## src/rtl/module_controle_ula.sv

```systemverilog
// ALU control unit: accepts an 18-bit instruction on a synchronized enviar edge, reads two
// operands from a synchronous register file, writes the ALU result back, or clears all 16 registers.
module module_controle_ula (
    input  logic        clk,
    input  logic        rst_n,
    input  logic        enviar_i,
    input  logic [17:0] instrucao_i,
    output logic [3:0]  ram_addr_o,
    output logic        ram_we_o,
    output logic [15:0] ram_wdata_o,
    input  logic [15:0] ram_rdata_i,
    output logic [2:0]  opcode_o,
    output logic        sinalImm_o,
    output logic [5:0]  Imm_o,
    output logic [15:0] v1ULA_o,
    output logic [15:0] v2ULA_o,
    input  logic [15:0] valorGuardarULA_i,
    output logic [15:0] valorDisplay_o,
    output logic        ocupado_o,
    output logic        pronto_o
);

    typedef enum logic [2:0] {StIdle, StRead1, StRead2, StExec, StWrite, StClr} state_e;

    localparam logic [2:0] OpClear   = 3'b110;
    localparam logic [2:0] OpDisplay = 3'b111;

    state_e      state_q;
    logic        sync1_q, sync2_q, prev_q;
    logic [1:0]  fill_q;
    logic        armed_q;
    logic        accept;
    logic [2:0]  op_q;
    logic [3:0]  dest_q, src2_q, addr_q;
    logic        sinal_q;
    logic [5:0]  imm_q;
    logic        we_q, pronto_q;
    logic [15:0] v1_q, v2_q, disp_q;

    // armed_q only rises once the synchronizer has filled and seen enviar low, so a level held
    // through reset release never looks like a fresh press.
    assign accept = sync2_q & ~prev_q & armed_q;

    always_ff @(posedge clk or negedge rst_n) begin
        if (!rst_n) begin
            state_q  <= StIdle;
            sync1_q  <= 1'b0;
            sync2_q  <= 1'b0;
            prev_q   <= 1'b0;
            fill_q   <= 2'd0;
            armed_q  <= 1'b0;
            op_q     <= 3'd0;
            dest_q   <= 4'd0;
            src2_q   <= 4'd0;
            addr_q   <= 4'd0;
            sinal_q  <= 1'b0;
            imm_q    <= 6'd0;
            we_q     <= 1'b0;
            pronto_q <= 1'b0;
            v1_q     <= 16'd0;
            v2_q     <= 16'd0;
            disp_q   <= 16'd0;
        end else begin
            sync1_q <= enviar_i;
            sync2_q <= sync1_q;
            prev_q  <= sync2_q;
            if (!fill_q[1]) begin
                fill_q <= fill_q + 2'd1;
            end else if (!sync2_q) begin
                armed_q <= 1'b1;
            end

            we_q     <= 1'b0;
            pronto_q <= 1'b0;

            unique case (state_q)
                StIdle: begin
                    if (accept) begin
                        op_q    <= instrucao_i[17:15];
                        dest_q  <= instrucao_i[14:11];
                        src2_q  <= instrucao_i[6:3];
                        sinal_q <= instrucao_i[6];
                        imm_q   <= instrucao_i[5:0];
                        if (instrucao_i[17:15] == OpClear) begin
                            state_q <= StClr;
                            addr_q  <= 4'd0;
                            we_q    <= 1'b1;
                            disp_q  <= 16'd0;
                        end else begin
                            state_q <= StRead1;
                            addr_q  <= instrucao_i[10:7];
                        end
                    end
                end
                StRead1: begin
                    addr_q  <= src2_q;
                    state_q <= StRead2;
                end
                StRead2: begin
                    v1_q    <= ram_rdata_i;
                    state_q <= StExec;
                end
                StExec: begin
                    v2_q     <= ram_rdata_i;
                    addr_q   <= dest_q;
                    we_q     <= (op_q != OpDisplay);
                    pronto_q <= 1'b1;
                    state_q  <= StWrite;
                end
                StWrite: begin
                    if (op_q == OpDisplay) begin
                        disp_q <= v1_q;
                    end
                    state_q <= StIdle;
                end
                StClr: begin
                    addr_q   <= addr_q + 4'd1;
                    pronto_q <= (addr_q == 4'd14);
                    if (addr_q == 4'd15) begin
                        state_q <= StIdle;
                    end else begin
                        we_q <= 1'b1;
                    end
                end
                default: state_q <= StIdle;
            endcase
        end
    end

    // Write data must follow the combinational ALU result in the WRITE cycle itself.
    assign ram_wdata_o    = (state_q == StWrite) ? valorGuardarULA_i : 16'd0;
    assign ram_addr_o     = addr_q;
    assign ram_we_o       = we_q;
    assign opcode_o       = op_q;
    assign sinalImm_o     = sinal_q;
    assign Imm_o          = imm_q;
    assign v1ULA_o        = v1_q;
    assign v2ULA_o        = v2_q;
    assign valorDisplay_o = disp_q;
    assign ocupado_o      = (state_q != StIdle);
    assign pronto_o       = pronto_q;

endmodule

```

## config.mk

```make
export PLATFORM = sky130hd
export DESIGN_NAME = module_controle_ula
export DESIGN_NICKNAME = d
export VERILOG_FILES = /design/src/rtl/module_controle_ula.sv
export SDC_FILE = /design/constraint.sdc
export NUM_CORES = 1
export LEC_CHECK = 0
export CORE_UTILIZATION = 40
export CTS_BUF_LIST = sky130_fd_sc_hd__clkbuf_16
export CTS_CLUSTER_SIZE = 25
export DETAILED_ROUTE_END_ITERATION = 10
export MAX_ROUTING_LAYER = met4
export PLACE_DENSITY = 0.78
export SLEW_MARGIN = 20
export SYNTH_ARGS = -nofsm -noshare
export SYNTH_HDL_FRONTEND = slang
export SYNTH_SLANG_ARGS = --single-unit
```

## constraint.sdc

```tcl
create_clock -name clk -period 2.3 [get_ports clk]
set_clock_uncertainty 0.15 [all_clocks]
set_input_delay 0.345 -clock clk [delete_from_list [all_inputs] [get_ports clk]]
set_output_delay 0.345 -clock clk [all_outputs]
set_load 0.03 [all_outputs]
```

==> run_results.csv, run 1 <==
group,metric,value,unit
run_status,status,"finished clean",
pwr,power.internal,0.00489,W
pwr,swShare,39.7,%
yosys,synth_top_area_cell,"dfrtp_1",
critical_path,arrival,1.70,ns
yosys,synth-edff-count,0,
routing,detail_route.first_pass.iterations,4,
sta,post-route-period-util,95.5,%
cts,postCtsSetupBuffers,0,
floorplanning,die-area,8760,um2
critical_path,crit_path_end_kind,"primary output",
routing,post_drt_via_cell_ratio,4.78,
sta,max_freq,0.455,GHz
cells_and_area,drive_gt1_share,22.4,%
worst_hold_path,hold_path.class,"reg -> reg",
critical_path,r2r_start,"state_q[0]$_DFFE_PN0P_",
sta,finalSetupViolCount,0,
cts,clock-sinks,77,
cts,cts_tree,"done",
cts,cts_hold_buf,1,
cells_and_area,nets,461,
cts,cts-buffers-inserted,9,
pwr,comb_power_share,52.5,%
critical_path,r2r-end,"valorDisplay_o[3]$_DFFE_PN0P_",
routing,ant_nets,0,
worst_hold_path,holdPathEnd,"sync2_q$_DFF_PN0_",
worst_hold_path,min_path_cells,0,
sta,final_hold_viol_count,0,
grt,track_usage,18.9,%
critical_path,worstPathMaxFanout,2,
critical_path,worstSetupStartpointType,"flip-flop",
critical_path,crit_required,1.80,ns
cts,cts_resized,0,
floorplanning,ios,134,
routing,wirelength,7540,um
yosys,ys_seq_elements,77,
critical_path,cp_slowest_cell,"clkdlybuf4s50_1",
pwr,powerDensity,1590,nW/um2
yosys,syn_nets,319,
sta,layout_min_cycle_time,2.20,ns
yosys,synth.distinct_cells,37,
pwr,power_frac_clock,17.8,%
routing,drt_iter0_drc,51,
grt,overflow,0,
pwr,switching_power,0.00322,W
floorplanning,die_width,93.6,um
pwr,pwr-share-seq,29.7,%
sta,setup_tns,0,ns
place,dp_cells,499,
cts,clk_latency,0.32,ns
sta,grt_setup_unrepaired,"no",
grt,grt_pass1_wl,12300,um
sta,worstMarginPinSlew,0.493,ns
cells_and_area,area_growth,52.4,%
yosys,ys_async_sr_fraction,100,%
critical_path,rr_worst_depth,5,
grt,grt_start_max_net_pins,41,
critical_path,r2r_slack,0.52,ns
floorplanning,initial_core_util,41.0,%
routing,remaining_drc_errors,0,
yosys,synth_top_area_share,57.4,%
cells_and_area,diodes,0,
yosys,netlist_top_cells_area,"dfrtp_1, mux2_2, mux2i_1",
cts,htree_num_levels,3,
yosys,syn_area,3350,um2
yosys,ys_warn_count,0,
yosys,yosysMostFrequentCell,"dfrtp_1",
grt,first_global_vias,2552,
sta,relSlewSlack,67.2,%
grt,antenna_found_initial,0,
critical_path,path_class,"reg -> out",
critical_path,critPathBufInv,1,
critical_path,max_stage_delay,0.63,ns
floorplanning,rows,33,
routing,post_drt_wl_per_cell,14.6,um
worst_hold_path,holdCritStartpoint,"sync1_q$_DFF_PN0_",
place,portBuffers,133,
yosys,syn_avg_cell_area,12.7,um2
yosys,ys.flop_type,"dfrtp_1",
cts,clockRootBuffer,"clkbuf_16",
pwr,peakVddDrop,0.711,mV
floorplanning,fp.dieH,93.6,um
cts,cts.path.max_buffers,2,
routing,vias,2468,
place,routabilityCongestion,0.796,
cts,cts.clk_slew.worst_paths,0.06,ns
pwr,power,0.00811,W
pwr,leakage,2.32,nW
sta,finalMaxSlewViolations,0,
floorplanning,core_area,8180,um2
critical_path,cpLargestDelayFamily,"buffers and inverters",
yosys,netlist_instances,264,
cells_and_area,final_cells,516,
flow_run,max_cap_viol_count,0,
place,dp_hpwl,5480,um
yosys,synth_common_cells,"dfrtp_1, mux2_2, inv_1, mux2i_1, nand2_1",
critical_path,worstPathCellList,"or3_4 -> clkdlybuf4s50_1",
yosys,yosysSeqAreaShare,57.4,%
## worst reg2reg max path: stages (launching register included)
cell       delay, ns
dfrtp_1         0.37
or3_4           0.38
nand2b_4        0.26
a2bb2oi_4       0.20
buf_12          0.17
mux2i_1         0.13
## logic make-up after synthesis
kind of cell | synth area share (%)
AO/OA/AOI/OAI | 5.45
XOR/XNOR | 0.783
adder cells (fa/ha/maj) | 0.746
buffers and inverters | 4.85
flip-flops | 57.4
multiplexers | 21.1
AND/OR/NAND/NOR | 9.62
## state kept, by name, indices dropped and copies added (netlist names), 2 cells and up
name,flops
dest_q,4
fill_q,2
v1ULA_o,16
opcode_o,3
state_q,3
Imm_o,3
v2ULA_o,16
ram_addr_o,4
src2_q,4
valorDisplay_o,16
## worst max-delay path by stage
stage	from	endpoint	slack, ns	cells past startpoint
finish	state_q[0]$_DFFE_PN0P_	ocupado_o	0.10	2
global route	state_q[1]$_DFFE_PN0P_	ram_wdata_o[10]	0.04	5
CTS	state_q[0]$_DFFE_PN0P_	ocupado_o	0.09	2
detailed placement	instrucao_i[15]	valorDisplay_o[0]$_DFFE_PN0P_	0.44	5
global placement	state_q[0]$_DFFE_PN0P_	ocupado_o	0.45	2
floorplan	state_q[1]$_DFFE_PN0P_	valorDisplay_o[0]$_DFFE_PN0P_	0.38	7
## final cells by class
cell class	count	area, um2
clock buffers	9	225
clock inverters	7	81.3
fillers	657	3060
inverters	24	90.1
multi-input cells	151	1260
flip-flops and latches	77	1930
well taps	105	131
repair buffers	143	1390
## through the flow
stage | hold WS [ns] | setup WS [ns] | area, um2 | util (%)
5_1_grt | 0.219 | 0.0362 | 5110 | 62.5
4_1_cts | 0.200 | 0.0938 | 5110 | 62.5
2_1_floorplan | -0.101 | 0.378 | 3350 | -
6_report | 0.198 | 0.103 | 5110 | 62.5
3_5_place_dp | 0.188 | 0.444 | 4790 | 58.6
3_3_place_gp | 0.189 | 0.445 | 4790 | 58.6
## placed cells by master, fill, tap and decap left out, types with 6 or more instances in the layout
cell type,synthesis,layout
o21ai_0,6,6
mux2i_1,19,19
mux2_2,46,46
and2_1,16,16
clkdlybuf4s50_1,0,116
inv_1,24,25
clkbuf_16,0,9
buf_4,0,24
nor2_1,7,7
nand2_1,19,19
dfrtp_1,77,77
## power groups by stage
stage | Combinational, W | Clock, W | Sequential [W]
3_3_place_gp | 0.00421 | 0 | 0.00241
6_report | 0.00426 | 0.00144 | 0.00241
3_5_place_dp | 0.00429 | 0 | 0.00244
2_1_floorplan | 0.00145 | 0 | 0.00353
5_1_grt | 0.00454 | 0.00153 | 0.00250
4_1_cts | 0.00431 | 0.00147 | 0.00242
## per-layer routing
| metal | wire length, um | global-route usage, % | up-vias |
|---|---|---|---|
| met5 | 0 | - | - |
| met3 | 389 | 3.33 | 12 |
| li1 | - | - | 1180 |
| met4 | 127 | 7.18 | 0 |
| met2 | 3650 | 30.5 | 97 |
| met1 | 3380 | 23.8 | 1179 |
Power figures use the tool's default switching activity.
==> inputs of run 2 (changes only) <==
--- a/config.mk
+++ b/config.mk
@@ -5,6 +5,7 @@
 export SDC_FILE = /design/constraint.sdc
 export NUM_CORES = 1
 export LEC_CHECK = 0
+export CORE_MARGIN = 10
 export CORE_UTILIZATION = 40
 export CTS_BUF_LIST = sky130_fd_sc_hd__clkbuf_16
 export CTS_CLUSTER_SIZE = 25
==> run 2 against run 1 <==
Fmax fell by 0.74%. Routed wire length is 16% higher. Sequential share of layout area is 0.13 points lower. Via count rose by 0.97%. Global-route usage fell by 4.6 points. Total power increased by 1.4%. Non-clock buffer count rose by 1. Worst setup slack worse by 0.016 ns. Critical path type unchanged. Largest cell class unchanged.
==> run_results.csv, run 2 (same netlist as run 1, synthesis figures left out) <==
group,metric,value,unit
critical_path,rr_worst_depth,5,
grt,grt_start_max_net_pins,38,
cells_and_area,area_growth,52.9,%
cells_and_area,nets,462,
sta,finalMaxSlewViolations,0,
sta,final_hold_viol_count,0,
run_status,status,"finished clean",
floorplanning,rows,33,
critical_path,worstSetupStartpointType,"flip-flop",
cts,htree_num_levels,3,
routing,drt_iter0_drc,71,
cells_and_area,mostFrequentLayoutCells,"clkdlybuf4s50_1, dfrtp_1, mux2_2, inv_1, buf_4",
floorplanning,initial_core_util,41.0,%
routing,post_drt_wl_per_cell,16.9,um
grt,overflow,0,
critical_path,crit_required,1.80,ns
grt,track_usage,14.3,%
routing,post_drt_via_cell_ratio,4.82,
critical_path,crit_path_end_kind,"primary output",
routing,vias,2492,
place,routabilityCongestion,0.751,
cells_and_area,fin_util,62.7,%
sta,grt_setup_unrepaired,"no",
flow_run,max_cap_viol_count,0,
worst_hold_path,min_path_cells,0,
place,dp_hpwl,6790,um
sta,finalSetupViolCount,0,
cts,postCtsSetupBuffers,0,
cts,cts.clk_slew.worst_paths,0.06,ns
critical_path,arrival,1.72,ns
critical_path,r2r_slack,0.44,ns
floorplanning,ios,134,
pwr,peakVddDrop,0.727,mV
cells_and_area,diodes,0,
sta,relSlewSlack,68.2,%
worst_hold_path,hold_path.class,"reg -> reg",
cells_and_area,mostFrequentLayoutCell,"clkdlybuf4s50_1",
cells_and_area,drive_gt1_share,23.1,%
sta,setup_tns,0,ns
routing,ant_nets,0,
cts,cts.path.max_buffers,2,
sta,worstMarginPinSlew,0.475,ns
floorplanning,core_area,8180,um2
sta,max_freq,0.452,GHz
cts,cts-buffers-inserted,9,
pwr,powerDensity,1600,nW/um2
critical_path,r2r-end,"valorDisplay_o[14]$_DFFE_PN0P_",
floorplanning,die_width,112,um
critical_path,path_class,"reg -> out",
routing,remaining_drc_errors,0,
sta,post-route-period-util,96.2,%
cts,cts_tree,"done",
pwr,power,0.00822,W
routing,wirelength,8720,um
pwr,leakage,2.32,nW
critical_path,r2r_start,"state_q[0]$_DFFE_PN0P_",
cts,clk_latency,0.32,ns
grt,grt_pass1_wl,14200,um
routing,detail_route.first_pass.iterations,4,
cts,clock-sinks,77,
grt,antenna_found_initial,0,
grt,first_global_vias,2777,
floorplanning,die-area,12400,um2
critical_path,worstPathMaxFanout,2,
worst_hold_path,holdPathEnd,"sync2_q$_DFF_PN0_",
worst_hold_path,holdCritStartpoint,"sync1_q$_DFF_PN0_",
place,dpl-instance-area,4800,um2
cells_and_area,design_area,5130,um2
floorplanning,fp.dieH,112,um
place,portBuffers,133,
cts,clockRootBuffer,"clkbuf_16",
sta,layout_min_cycle_time,2.21,ns
## run 2: cell types whose count changed in the layout (fill, tap and decap cells not counted)
cell        before  now
clkinvlp_4       0    3
clkinv_2         2    1
buf_4           24   25
clkinv_1         2    0
## run 2: layer usage
metal	wire length [um]	GRT usage [%]	part of all wire, %
met1	3840	17.2	44
met2	4250	22.8	49
met3	554	4.24	6.4
met4	81	4.37	0.93
met5	0	-	0
## run 2: power by group
part           switching (W)  leakage (nW)  total [W]  internal (W)
combinational        0.00237          1.26    0.00435       0.00198
sequential          0.000398         0.911    0.00240       0.00200
clock               0.000529         0.149    0.00147      0.000943
## run 2: through the flow
step	setup slack (ns)	hold WS, ns	std cells
3_3_place_gp	0.393	0.0822	500
5_1_grt	0.0249	0.229	517
4_1_cts	0.0750	0.203	517
3_5_place_dp	0.366	0.0843	500
6_report	0.0870	0.200	517
2_1_floorplan	0.378	-0.101	264
## run 2: timing repair
action / in CTS / in global routing
setup endpoints to repair: 0 / 0
hold endpoints to repair: 16 / 0
hold buffers: 1 / 0
resized for setup: 0 / 0
## run 2: how the worst max path moves through the flow
stage / slack [ns] / end / startpoint / cells after the start
3_5_place_dp: 0.37 / valorDisplay_o[15]$_DFFE_PN0P_ / instrucao_i[15] / 5
6_report: 0.09 / ocupado_o / state_q[0]$_DFFE_PN0P_ / 2
4_1_cts: 0.07 / ocupado_o / state_q[0]$_DFFE_PN0P_ / 2
3_3_place_gp: 0.39 / valorDisplay_o[14]$_DFFE_PN0P_ / instrucao_i[15] / 5
5_1_grt: 0.02 / ram_wdata_o[10] / state_q[1]$_DFFE_PN0P_ / 5
2_1_floorplan: 0.38 / valorDisplay_o[0]$_DFFE_PN0P_ / state_q[1]$_DFFE_PN0P_ / 7
## run 2: final cells by class
type	instances	area [um2]
clock buffer	9	225
clock inverter	7	91.3
fill	661	3050
inverter	24	90.1
multi-input combinational	151	1260
sequential	77	1930
tap	105	131
timing repair buffer	144	1400
## run 2: worst max-delay path, stage by stage (launching register included)
cell and delay, ns:
dfrtp_1 0.37, or3_4 0.39, clkdlybuf4s50_1 0.64
